===== src/rtl/moore_sequence_generator.sv =====
// Moore-style serial pattern generator: shifts out a captured pattern MSB-first,
// repeats it with an optional idle gap between copies, then pulses done.
// All outputs come straight from registers.
module moore_sequence_generator #(
    parameter int WIDTH = 8,
    parameter int GAP   = 1
) (
    input  logic             clk,
    input  logic             rst,
    input  logic             start,
    input  logic [WIDTH-1:0] pattern,
    input  logic [3:0]       len,
    input  logic [3:0]       repeat_cnt,
    output logic             x_out,
    output logic             busy,
    output logic             done
);

    typedef enum logic [1:0] {
        ST_IDLE,
        ST_SHIFT,
        ST_GAP,
        ST_DONE
    } state_t;

    localparam logic [3:0] LEN_MAX = 4'(WIDTH);
    localparam logic [3:0] GAP_LD  = (GAP > 0) ? 4'(GAP - 1) : 4'd0;

    state_t           r_state, w_state_nx;
    logic [WIDTH-1:0] r_pat, w_pat_nx;
    logic [3:0]       r_len, w_len_nx;
    logic [3:0]       r_bit, w_bit_nx;
    logic [3:0]       r_rep, w_rep_nx;
    logic [3:0]       r_gap, w_gap_nx;
    logic             r_x, w_x_nx;
    logic             r_busy, w_busy_nx;
    logic             r_done, w_done_nx;

    logic [3:0]       w_len_eff;
    logic [3:0]       w_sel;
    logic [WIDTH-1:0] w_in_sh;
    logic [WIDTH-1:0] w_cap_sh;

    // Zero or oversize lengths fall back to the full pattern width.
    assign w_len_eff = ((len == 4'd0) || (len > LEN_MAX)) ? LEN_MAX : len;
    assign w_in_sh   = pattern >> (w_len_eff - 4'd1);

    // Next bit from the captured copy: walk down while bits remain, otherwise
    // restart at the top (used both for back-to-back repeats and after a gap).
    assign w_sel    = (r_bit != 4'd0) ? (r_bit - 4'd1) : (r_len - 4'd1);
    assign w_cap_sh = r_pat >> w_sel;

    // State and output registers; reset is asynchronous and wipes everything.
    always_ff @(posedge clk or posedge rst) begin
        if (rst) begin
            r_state <= ST_IDLE;
            r_pat   <= '0;
            r_len   <= 4'd0;
            r_bit   <= 4'd0;
            r_rep   <= 4'd0;
            r_gap   <= 4'd0;
            r_x     <= 1'b0;
            r_busy  <= 1'b0;
            r_done  <= 1'b0;
        end else begin
            r_state <= w_state_nx;
            r_pat   <= w_pat_nx;
            r_len   <= w_len_nx;
            r_bit   <= w_bit_nx;
            r_rep   <= w_rep_nx;
            r_gap   <= w_gap_nx;
            r_x     <= w_x_nx;
            r_busy  <= w_busy_nx;
            r_done  <= w_done_nx;
        end
    end

    // Next-state and next-output decode; outputs are registered so they
    // reflect the state being entered.
    always_comb begin
        w_state_nx = r_state;
        w_pat_nx   = r_pat;
        w_len_nx   = r_len;
        w_bit_nx   = r_bit;
        w_rep_nx   = r_rep;
        w_gap_nx   = r_gap;
        w_x_nx     = r_x;
        w_busy_nx  = r_busy;
        w_done_nx  = 1'b0;
        case (r_state)
            ST_IDLE: begin
                w_x_nx    = 1'b0;
                w_busy_nx = 1'b0;
                if (start) begin
                    w_pat_nx   = pattern;
                    w_len_nx   = w_len_eff;
                    w_rep_nx   = repeat_cnt;
                    w_bit_nx   = w_len_eff - 4'd1;
                    w_x_nx     = w_in_sh[0];
                    w_busy_nx  = 1'b1;
                    w_state_nx = ST_SHIFT;
                end
            end
            ST_SHIFT: begin
                if (r_bit != 4'd0) begin
                    w_bit_nx = r_bit - 4'd1;
                    w_x_nx   = w_cap_sh[0];
                end else if (r_rep != 4'd0) begin
                    w_rep_nx = r_rep - 4'd1;
                    if (GAP > 0) begin
                        w_state_nx = ST_GAP;
                        w_gap_nx   = GAP_LD;
                        w_x_nx     = 1'b0;
                    end else begin
                        w_bit_nx = r_len - 4'd1;
                        w_x_nx   = w_cap_sh[0];
                    end
                end else begin
                    w_state_nx = ST_DONE;
                    w_x_nx     = 1'b0;
                    w_busy_nx  = 1'b0;
                    w_done_nx  = 1'b1;
                end
            end
            ST_GAP: begin
                if (r_gap == 4'd0) begin
                    w_state_nx = ST_SHIFT;
                    w_bit_nx   = r_len - 4'd1;
                    w_x_nx     = w_cap_sh[0];
                end else begin
                    w_gap_nx = r_gap - 4'd1;
                end
            end
            ST_DONE: begin
                w_state_nx = ST_IDLE;
                w_x_nx     = 1'b0;
                w_busy_nx  = 1'b0;
            end
            default: begin
                w_state_nx = ST_IDLE;
                w_x_nx     = 1'b0;
                w_busy_nx  = 1'b0;
            end
        endcase
    end

    assign x_out = r_x;
    assign busy  = r_busy;
    assign done  = r_done;

endmodule


===== config.mk =====
export PLATFORM = sky130hd
export DESIGN_NAME = moore_sequence_generator
export DESIGN_NICKNAME = d
export VERILOG_FILES = /design/src/rtl/moore_sequence_generator.sv
export SDC_FILE = /design/constraint.sdc
export NUM_CORES = 1
export LEC_CHECK = 0
export ABC_AREA = 1
export CAP_MARGIN = 15
export CORE_MARGIN = 3
export CORE_UTILIZATION = 30
export DETAILED_ROUTE_END_ITERATION = 10
export RECOVER_POWER = 25
export SLEW_MARGIN = 15
export SYNTH_ARGS = -nofsm -noshare
export SYNTH_HDL_FRONTEND = slang
export SYNTH_SLANG_ARGS = --single-unit

===== constraint.sdc =====
create_clock -name clk -period 2.5 [get_ports clk]
set_input_delay 0.375 -clock clk [delete_from_list [all_inputs] [get_ports clk]]
set_output_delay 0.375 -clock clk [all_outputs]
set_load 0.01 [all_outputs]

==> results of run 1 <==
[worst max-delay path, stage by stage]
cell and delay (ns):
clkdlybuf4s50_1 0.39, inv_1 0.05, clkbuf_1 1.17
[per-layer routing]
layer  global-route usage  part of all wire
met5                    0                 0
met4               0.0432             0.014
met3               0.0324             0.042
met2                0.203              0.45
met1                0.164              0.50
[path summary, 6_finish.rpt]
path / end / slack [ns] / depth (start not counted)
worst max-delay path: r_rep[2] / 0.60 / 3
worst min-delay path: r_pat[4] / 0.49 / 2
worst max register to register: r_bit[1] / 0.66 / 7
worst min register to register: r_pat[4] / 0.49 / 2
max in group clk: x_out / 0.62 / 12
min in group asynchronous: r_pat[4] / 0.96 / 3
[cell usage in the layout, fill, tap and decap left out, drive strengths merged, types with 2 or more instances in the layout]
| cell | n |
|---|---|
| nor2 | 11 |
| a21oi | 9 |
| buf | 2 |
| o211ai | 2 |
| xnor2 | 4 |
| inv | 34 |
| clkbuf | 8 |
| o21ai | 29 |
| ha | 13 |
| dfrtp | 29 |
| nand3b | 2 |
| nand2 | 61 |
| o221ai | 2 |
| nor3 | 5 |
| xor2 | 2 |
| clkdlybuf4s50 | 21 |
| nand3 | 24 |
| o22ai | 5 |
[area by class of cell]
class                           count  share of cell area
Inverter                           34              0.0569
Tap cell                           72              0.0402
Sequential cell                    29               0.324
Timing Repair Buffer               24               0.102
Clock buffer                        7              0.0430
Multi-Input combinational cell    174               0.432
Clock inverter                      1             0.00223
[power groups by stage]
stage / combinational (mW) / clock [mW] / sequential [mW]
after global placement: 1.70 / 0 / 0.860
after CTS: 1.74 / 0.438 / 0.859
after floorplan: 1.35 / 0 / 0.823
final: 1.73 / 0.433 / 0.861
after detailed placement: 1.73 / 0 / 0.863
after global routing: 1.99 / 0.463 / 0.883
[sequential cells by signal, summed over array words and instances (netlist names)]
register,flops
r_rep,4
r_gap,4
r_pat,8
r_state,2
r_bit,4
done,1
busy,1
r_len,4
x_out,1
[stage by stage]
step                      cells  area, sq um  utilization
final                       341         2240        0.393
after global routing        341         2240        0.393
after CTS                   341         2250        0.393
after detailed placement    333         2140        0.376
after global placement      333         2140        0.376
after floorplan             242         1840            -
[synth_stat cells (2+ instances only)]
cell type	number
o221ai_1	2
dfrtp_1	29
xnor2_1	4
nor2_1	10
clkbuf_1	2
inv_1	33
nand2_2	2
nor3_1	5
a21oi_1	9
o21ai_0	28
o211ai_1	2
xor2_1	2
buf_2	3
nand3b_1	2
nand2_1	58
ha_1	13
nand3_1	24
o22ai_1	5
[cell families after synthesis]
logic type | after synthesis
buffers and inverters | 39
AND/OR/NAND/NOR | 106
XOR/XNOR | 6
adder cells (fa/ha/maj) | 13
AO/OA/AOI/OAI | 49
flip-flops | 29
==> results.json, run 1 <==
{
  "yosysTopAreaCellShare": 0.393,
  "finalSetupViolations": 0,
  "seq_power_share": 0.284,
  "first_pass_iters": 4,
  "multi_input_area_sq_um": 968,
  "post-cts-setup-buffer-count": 0,
  "timing.final.ws_setup_ns": 0.600,
  "ir_worst_vdd_mv": 0.457,
  "maxCapViolCount": 1,
  "synth-main-ff-cell": "dfrtp_1",
  "max_slew.worst_pin.slew_ns": 1.63,
  "syn_nets": 274,
  "vias": 1663,
  "async_reset_ff_frac": 1.00,
  "synth_cells": 242,
  "core-area_sq_um": 5710,
  "ant_nets": 0,
  "ys_seq_elements": 29,
  "relSlewSlack": -0.0837,
  "clock.fmax_ghz": 0.526,
  "clk_pin_slew_ns": 0.07,
  "yosys-mux-area-fraction": 0,
  "clk_latency_ns": 0.28,
  "grt_usage": 0.126,
  "place_ws_ns": 0.321,
  "min-delay-start": "r_pat[4]",
  "postCtsHoldBufs": 0,
  "synth_compound_area_frac": 0.147,
  "post_route_cells_drive_above_1_share": 0.0595,
  "start_util": 0.323,
  "tns_ns": 0,
  "syn_to_final_growth_pct": 21.6,
  "die_area_sq_um": 7120,
  "rsz0062_at_grt": "false",
  "synth-xor-area-share": 0.0285,
  "synth-simple-area-share": 0.261,
  "synth.area.top_cells": "dfrtp_1, nand2_1, ha_1",
  "io-pin-count": 22,
  "cts_resized": 0,
  "power.switching_mw": 1.40,
  "h-tree-depth": 2,
  "finalMaxSlewViolations": 30,
  "whs_ns": 0.492,
  "finalHoldViolCount": 0,
  "swShare": 0.464,
  "p_total_mw": 3.03,
  "p_leak_nw": 1.09,
  "grt_pass1_vias": 1624,
  "ys.warnings.count": 0,
  "combinationalPowerShare": 0.572,
  "tritoncts": "done",
  "syn_area_sq_um": 1840,
  "post-route-period-util": 0.760,
  "critPathLaunchType": "input pin",
  "violations": "capacitance limit, slew limit",
  "cts_buffers": 5,
  "rr_startpoint": "r_state[0]",
  "post_drt_wl_per_cell_um": 12.5,
  "grt_overflow_total": 0,
  "fin_nets": 300,
  "grt_max_degree": 30,
  "regArea_sq_um": 726,
  "drc": 0,
  "grt_antenna_before_repair": 0,
  "fp.dieH_um": 84.4,
  "dpl.hpwl_um": 3210,
  "post_drt_via_cell_ratio": 4.88,
  "ys_seq_area_frac": 0.393,
  "power.density_nw_per_um2": 1350,
  "synthDistinctLibCells": 27,
  "p_int_mw": 1.62,
  "status": "finished, violations left",
  "postSynthAreaPerCell_sq_um": 7.62,
  "num_rows": 27,
  "die_x_um": 84.4,
  "synth_top_cell_by_area": "dfrtp_1",
  "critPathRequiredTime_ns": 2.60,
  "p_clk_frac": 0.143,
  "fill_cells": 605,
  "gp_congestion": 0.814,
  "min_period_ns": 1.90,
  "antenna_cells": 0,
  "arrival_ns": 2.00,
  "crit_type": "in2async",
  "setup.worst_path.end_class": "asynchronous set/reset pin",
  "crit_start": "rst",
  "port_buffers": 21,
  "synth_edf_count": 0,
  "synthAdderAreaFrac": 0.0882,
  "drt_iter0_markers": 53,
  "cts_buffer_depth": 2,
  "clock-sinks": 29,
  "synth_top_family_by_area": "simple AND/OR/NAND/NOR gates",
  "wirelength_um": 4250,
  "hp-class": "reg2reg",
  "crit_fanout": 29,
  "clockRootBuffer": "clkbuf_8",
  "grt_pass1_wl_um": 7240,
  "skew_ns": 0.00375
}
Power figures use the tool's default switching activity.
==> run 2: changes to the inputs <==
==> constraint.sdc (replaced) <==
create_clock -name clk -period 1.6 [get_ports clk]
set_input_delay 0.24 -clock clk [delete_from_list [all_inputs] [get_ports clk]]
set_output_delay 0.24 -clock clk [all_outputs]
set_load 0.01 [all_outputs]
==> run 2 against run 1 <==
The run ends with setup timing left. First-iteration DRC count increased by 42%. Sequential share of layout area decreased by 5.2 points. Global-route usage increased by 0.77 points. Clock skew increased by 0.0038 ns. Setup slack got worse by 0.60 ns. Cell count increased by 12%. Critical path type is now reg2reg. Critical endpoint is now r_bit[3]. Largest power group unchanged.
==> results.json, run 2 (synthesized netlist as in run 1, its figures left out) <==
{
  "dpl.hpwl_um": 3370,
  "cp_slowest_stage_delay_ns": 0.44,
  "power.density_nw_per_um2": 2160,
  "final_common_cell": "nand2_1",
  "grt_antenna_before_repair": 0,
  "finalHoldViolCount": 0,
  "grt_usage": 0.133,
  "grt_pass1_wl_um": 7730,
  "fp.dieH_um": 84.4,
  "finalSetupViolations": 1,
  "critPathRequiredTime_ns": 1.82,
  "die_x_um": 84.4,
  "grt_pass1_vias": 1756,
  "gp_congestion": 0.810,
  "clock.fmax_ghz": 0.623,
  "die_area_sq_um": 7120,
  "cts_buffers": 5,
  "whs_endpoint": "r_pat[3]",
  "port_buffers": 21,
  "clk_pin_slew_ns": 0.07,
  "largest_reg_flops": 8,
  "crit_type": "reg2reg",
  "status": "finished, violations left",
  "arrival_ns": 1.82,
  "antenna_cells": 0,
  "post-route-period-util": 1.00,
  "relSlewSlack": 0.514,
  "timing.final.ws_setup_ns": -0.00461,
  "rr_startpoint": "r_state[0]",
  "timing.critical_path.mode_cell": "buf_4",
  "worstPathCellList": "buf_4, buf_4, ha_4, nor3b_4, buf_4, nand3_1, o21ai_1",
  "clockRootBuffer": "clkbuf_8",
  "hold_depth": 2,
  "cpLargestDelayFamily": "buffers and inverters",
  "io-pin-count": 22,
  "path_buf_inv": 3,
  "top_register": "r_pat",
  "critPathSlowestCell": "dfrtp_2",
  "critPathLaunchType": "flip-flop",
  "p_leak_nw": 1.29,
  "grt_overflow_total": 0,
  "cts_buffer_depth": 2,
  "fin_cells": 381,
  "r2r-end": "r_bit[3]",
  "ir_worst_vdd_mv": 0.728,
  "final_cell_mix": "nand2_1, buf_4, dfrtp_1",
  "hp-class": "reg2reg",
  "tns_ns": -0.00461,
  "maxCapViolCount": 0,
  "post_drt_via_cell_ratio": 4.70,
  "postCtsHoldBufs": 0,
  "start_util": 0.323,
  "drc": 0,
  "r2r_slack_ns": -0.005,
  "drt_iter0_markers": 75,
  "skew_ns": 0.00751,
  "syn_to_final_growth_pct": 44.8,
  "finalMaxSlewViolations": 0,
  "min-delay-start": "r_pat[3]",
  "post_route_cells_drive_above_1_share": 0.275,
  "violations": "setup timing",
  "min_period_ns": 1.60,
  "post_drt_wl_per_cell_um": 12.1,
  "grt_max_degree": 30,
  "clock-sinks": 29,
  "vias": 1792,
  "core-area_sq_um": 5710,
  "tritoncts": "done",
  "max_slew.worst_pin.slew_ns": 0.729,
  "rr_worst_depth": 7,
  "num_rows": 27,
  "h-tree-depth": 2,
  "crit_fanout": 5,
  "ant_nets": 0,
  "placed_cells": 366,
  "final_core_util": 0.468,
  "rsz0062_at_grt": "true",
  "clk_latency_ns": 0.29,
  "whs_ns": 0.494,
  "fin_nets": 340,
  "first_pass_iters": 4,
  "setup.worst_path.end_class": "flip-flop",
  "wirelength_um": 4610
}
==> run 2: changes by cell type in the layout (fill, tap and decap cells not counted), moves of 3 or more <==
cell / change
inv_1: -10
o21ai_1: +4
nand2_4: +3
nand2_1: -4
ha_1: -7
buf_4: +38
inv_2: +8
ha_4: +6
o21ai_0: -5
==> run 2: layer usage <==
layer  share of wire  track usage
met1            0.47        0.166
met3           0.048       0.0343
met4           0.018       0.0518
met2            0.47        0.222
met5               0            0
==> run 2: what timing repair did <==
action	CTS	global route
endpoints found under the hold margin	0	0
gates resized for setup	6	36
gates cloned	1	0
pin swaps	4	16
endpoints found under the setup margin	9	14
setup buffers	1	5
==> run 2: worst reg2reg max path, cell delays in order, from the launching register on <==
cell     delay, ns
dfrtp_2       0.44
buf_4         0.14
buf_4         0.14
ha_4          0.16
nor3b_4       0.34
buf_4         0.19
nand3_1       0.07
o21ai_1       0.07
==> run 2: power breakdown <==
part	switching [mW]	internal [mW]	leakage, nW
Sequential	0.250	1.09	0.365
Combinational	1.99	1.84	0.880
Clock	0.298	0.299	0.0439
==> run 2: cell type report <==
| type | instances | area [sq um] |
|---|---|---|
| inverters | 34 | 134 |
| flip-flops and latches | 29 | 727 |
| clock buffers | 5 | 68.8 |
| well taps | 72 | 90.1 |
| repair buffers | 63 | 527 |
| multi-input cells | 175 | 1110 |
| clock inverters | 3 | 17.5 |
| fillers | 544 | 3040 |
==> run 2: worst max path at each step <==
stage	depth (start not counted)	end	slack, ns	startpoint
2_1_floorplan	10	r_gap[3]	0.04	r_state[1]
3_3_place_gp	12	x_out	-0.18	len[3]
3_5_place_dp	12	x_out	-0.21	len[3]
4_1_cts	11	r_gap[3]	-0.02	r_state[1]
5_1_grt	12	x_out	-0.08	len[3]
6_report	7	r_bit[3]	-0.005	r_state[0]
==> run 2: metrics by stage <==
stage               worst slack [ns]  cell area (sq um)  total power [mW]
finish                      -0.00461               2670              5.77
global placement              -0.178               2390              4.55
floorplan                     0.0425               1840              3.40
CTS                          -0.0222               2510              5.31
global route                 -0.0823               2670              6.33
detailed placement            -0.210               2390              4.61
==> run 3: changes to the inputs <==
--- a/config.mk
+++ b/config.mk
@@ -8,8 +8,10 @@
 export ABC_AREA = 1
 export CAP_MARGIN = 15
 export CORE_MARGIN = 3
-export CORE_UTILIZATION = 30
+export CORE_UTILIZATION = 57
 export DETAILED_ROUTE_END_ITERATION = 10
+export DONT_BUFFER_PORTS = 1
+export PLACE_DENSITY = 0.75
 export RECOVER_POWER = 25
 export SLEW_MARGIN = 15
 export SYNTH_ARGS = -nofsm -noshare
==> run 3 against run 2 <==
The flow now finishes without violations. Clock skew decreased by 0.0021 ns. Global-route usage increased by 9.2 points. Sequential share of layout area increased by 3.8 points. Flip-flop and latch count unchanged. Combinational power decreased by 4%. Count of clock-buffer cells in the layout increased by 2. Cell count decreased by 15%. Register-to-register slack improved by 0.02 ns. Critical path type unchanged. Worst hold slack got worse by 0.48 ns. Via count decreased by 4.4%. Critical path depth increased by 1. First-iteration DRC count increased by 20%.
==> results.json, run 3 (synthesized netlist as in run 1, its figures left out) <==
{
  "power.switching_mw": 2.51,
  "syn_to_final_growth_pct": 26.7,
  "crit_fanout": 4,
  "crit_type": "reg2reg",
  "top_register": "r_pat",
  "cts_buffers": 5,
  "p_total_mw": 5.47,
  "die_x_um": 62.9,
  "post_drt_wl_per_cell_um": 13.3,
  "io-pin-count": 22,
  "vias": 1713,
  "seq_power_share": 0.243,
  "h-tree-depth": 2,
  "setup.worst_path.end_class": "flip-flop",
  "port_buffers": 0,
  "p_int_mw": 2.97,
  "ir_worst_vdd_mv": 1.19,
  "clk_latency_ns": 0.33,
  "dpl.hpwl_um": 3090,
  "whs_ns": 0.0146,
  "p_leak_nw": 1.15,
  "finalSetupViolations": 0,
  "clockRootBuffer": "clkbuf_4",
  "fp.dieH_um": 62.9,
  "grt_usage": 0.226,
  "critPathRequiredTime_ns": 1.85,
  "multi_input_area_sq_um": 1110,
  "post-route-cell-area_sq_um": 2340,
  "num_rows": 20,
  "clock.fmax_ghz": 0.632,
  "clk_pin_slew_ns": 0.09,
  "combinationalPowerShare": 0.673,
  "grt_pass1_vias": 1652,
  "finalMaxSlewViolations": 0,
  "hp-class": "in2reg",
  "die_area_sq_um": 3950,
  "drt_iter0_markers": 90,
  "rsz0062_at_grt": "true",
  "antenna_cells": 0,
  "fin_nets": 310,
  "final_common_cell": "nand2_1",
  "largest_reg_flops": 8,
  "arrival_ns": 1.83,
  "post_drt_via_cell_ratio": 5.32,
  "clock-sinks": 29,
  "regArea_sq_um": 726,
  "gp_congestion": 0.793,
  "post_route_cells_drive_above_1_share": 0.266,
  "tritoncts": "done",
  "status": "finished clean",
  "placed_area_sq_um": 2040,
  "swShare": 0.458,
  "wirelength_um": 4280,
  "maxCapViolCount": 0,
  "final_cell_mix": "nand2_1, buf_4, dfrtp_1",
  "ant_nets": 0,
  "critPathLaunchType": "flip-flop",
  "cts_buffer_depth": 2,
  "start_util": 0.599,
  "skew_ns": 0.00538,
  "power.density_nw_per_um2": 2340,
  "grt_pass1_wl_um": 7070,
  "min_period_ns": 1.58,
  "finalHoldViolCount": 0,
  "grt_max_degree": 30,
  "fill_cells": 241,
  "drc": 0,
  "relSlewSlack": 0.518,
  "post-route-period-util": 0.989,
  "grt_overflow_total": 0,
  "max_slew.worst_pin.slew_ns": 0.722,
  "grt_antenna_before_repair": 0,
  "core-area_sq_um": 3080,
  "first_pass_iters": 4,
  "p_clk_frac": 0.084
}
==> run 3: cell count changes in the layout (fill, tap and decap cells not counted), moves of 2 or more <==
cell,delta
clkinv_2,-2
clkbuf_4,+5
buf_4,-10
clkdlybuf4s50_1,-20
nand2_1,-2
clkbuf_8,-4
==> run 3: metal layers <==
layer | GRT usage | vias to the layer above | routed length [um]
met5 | 0 | - | 0
met4 | 0.0964 | 0 | 102
met3 | 0.0612 | 14 | 197
met2 | 0.398 | 40 | 2130
met1 | 0.253 | 792 | 1850
li1 | - | 867 | -
==> run 3: through the flow <==
step,setup WS (ns),utilization,setup TNS (ns),instances
2_1_floorplan,0.0425,-,0,242
3_3_place_gp,0.00498,0.663,0,303
3_5_place_dp,-0.117,0.663,-0.286,303
4_1_cts,0.00173,0.693,0,312
5_1_grt,-0.0761,0.759,-0.339,322
6_report,0.0178,0.759,0,322
==> run 3: power groups by stage <==
stage	Clock (mW)	Combinational, mW	Sequential (mW)
CTS	0.466	3.03	1.32
global route	0.510	4.11	1.37
finish	0.459	3.68	1.33
floorplan	0	2.11	1.29
global placement	0	2.86	1.31
detailed placement	0	2.94	1.32
==> run 3: path summary, 6_finish.rpt <==
path	from	endpoint	slack [ns]	cells after the start
setup / recovery	r_state[0]	r_bit[2]	0.02	8
hold / removal	pattern[4]	r_pat[4]	0.01	2
setup reg to reg	r_state[0]	r_bit[2]	0.02	8
hold reg to reg	r_pat[2]	r_pat[2]	0.49	2
max in group asynchronous	rst	r_bit[2]	0.60	3
min in group asynchronous	rst	r_pat[6]	0.54	3
==> run 3: critical path, stage by stage (launching register included) <==
cell	delay, ns
dfrtp_1	0.44
inv_2	0.14
ha_4	0.17
buf_6	0.12
clkinvlp_4	0.10
buf_4	0.16
o221ai_1	0.18
o211ai_1	0.11
o21ai_0	0.09
==> run 3: cell type report <==
type                            count  area share
Timing Repair Buffer               34       0.112
Tap cell                           44      0.0236
Sequential cell                    29       0.310
Multi-Input combinational cell    174       0.474
Clock buffer                        7      0.0236
Inverter                           34      0.0562
==> run 3: repair_timing <==
item / CTS / global route
endpoints found under the setup margin: 8 / 9
gates resized for setup: 8 / 38
buffers inserted: 1 / 10
pin swaps: 3 / 13
hold buffers: 1 / 0
hold endpoints to repair: 29 / 0
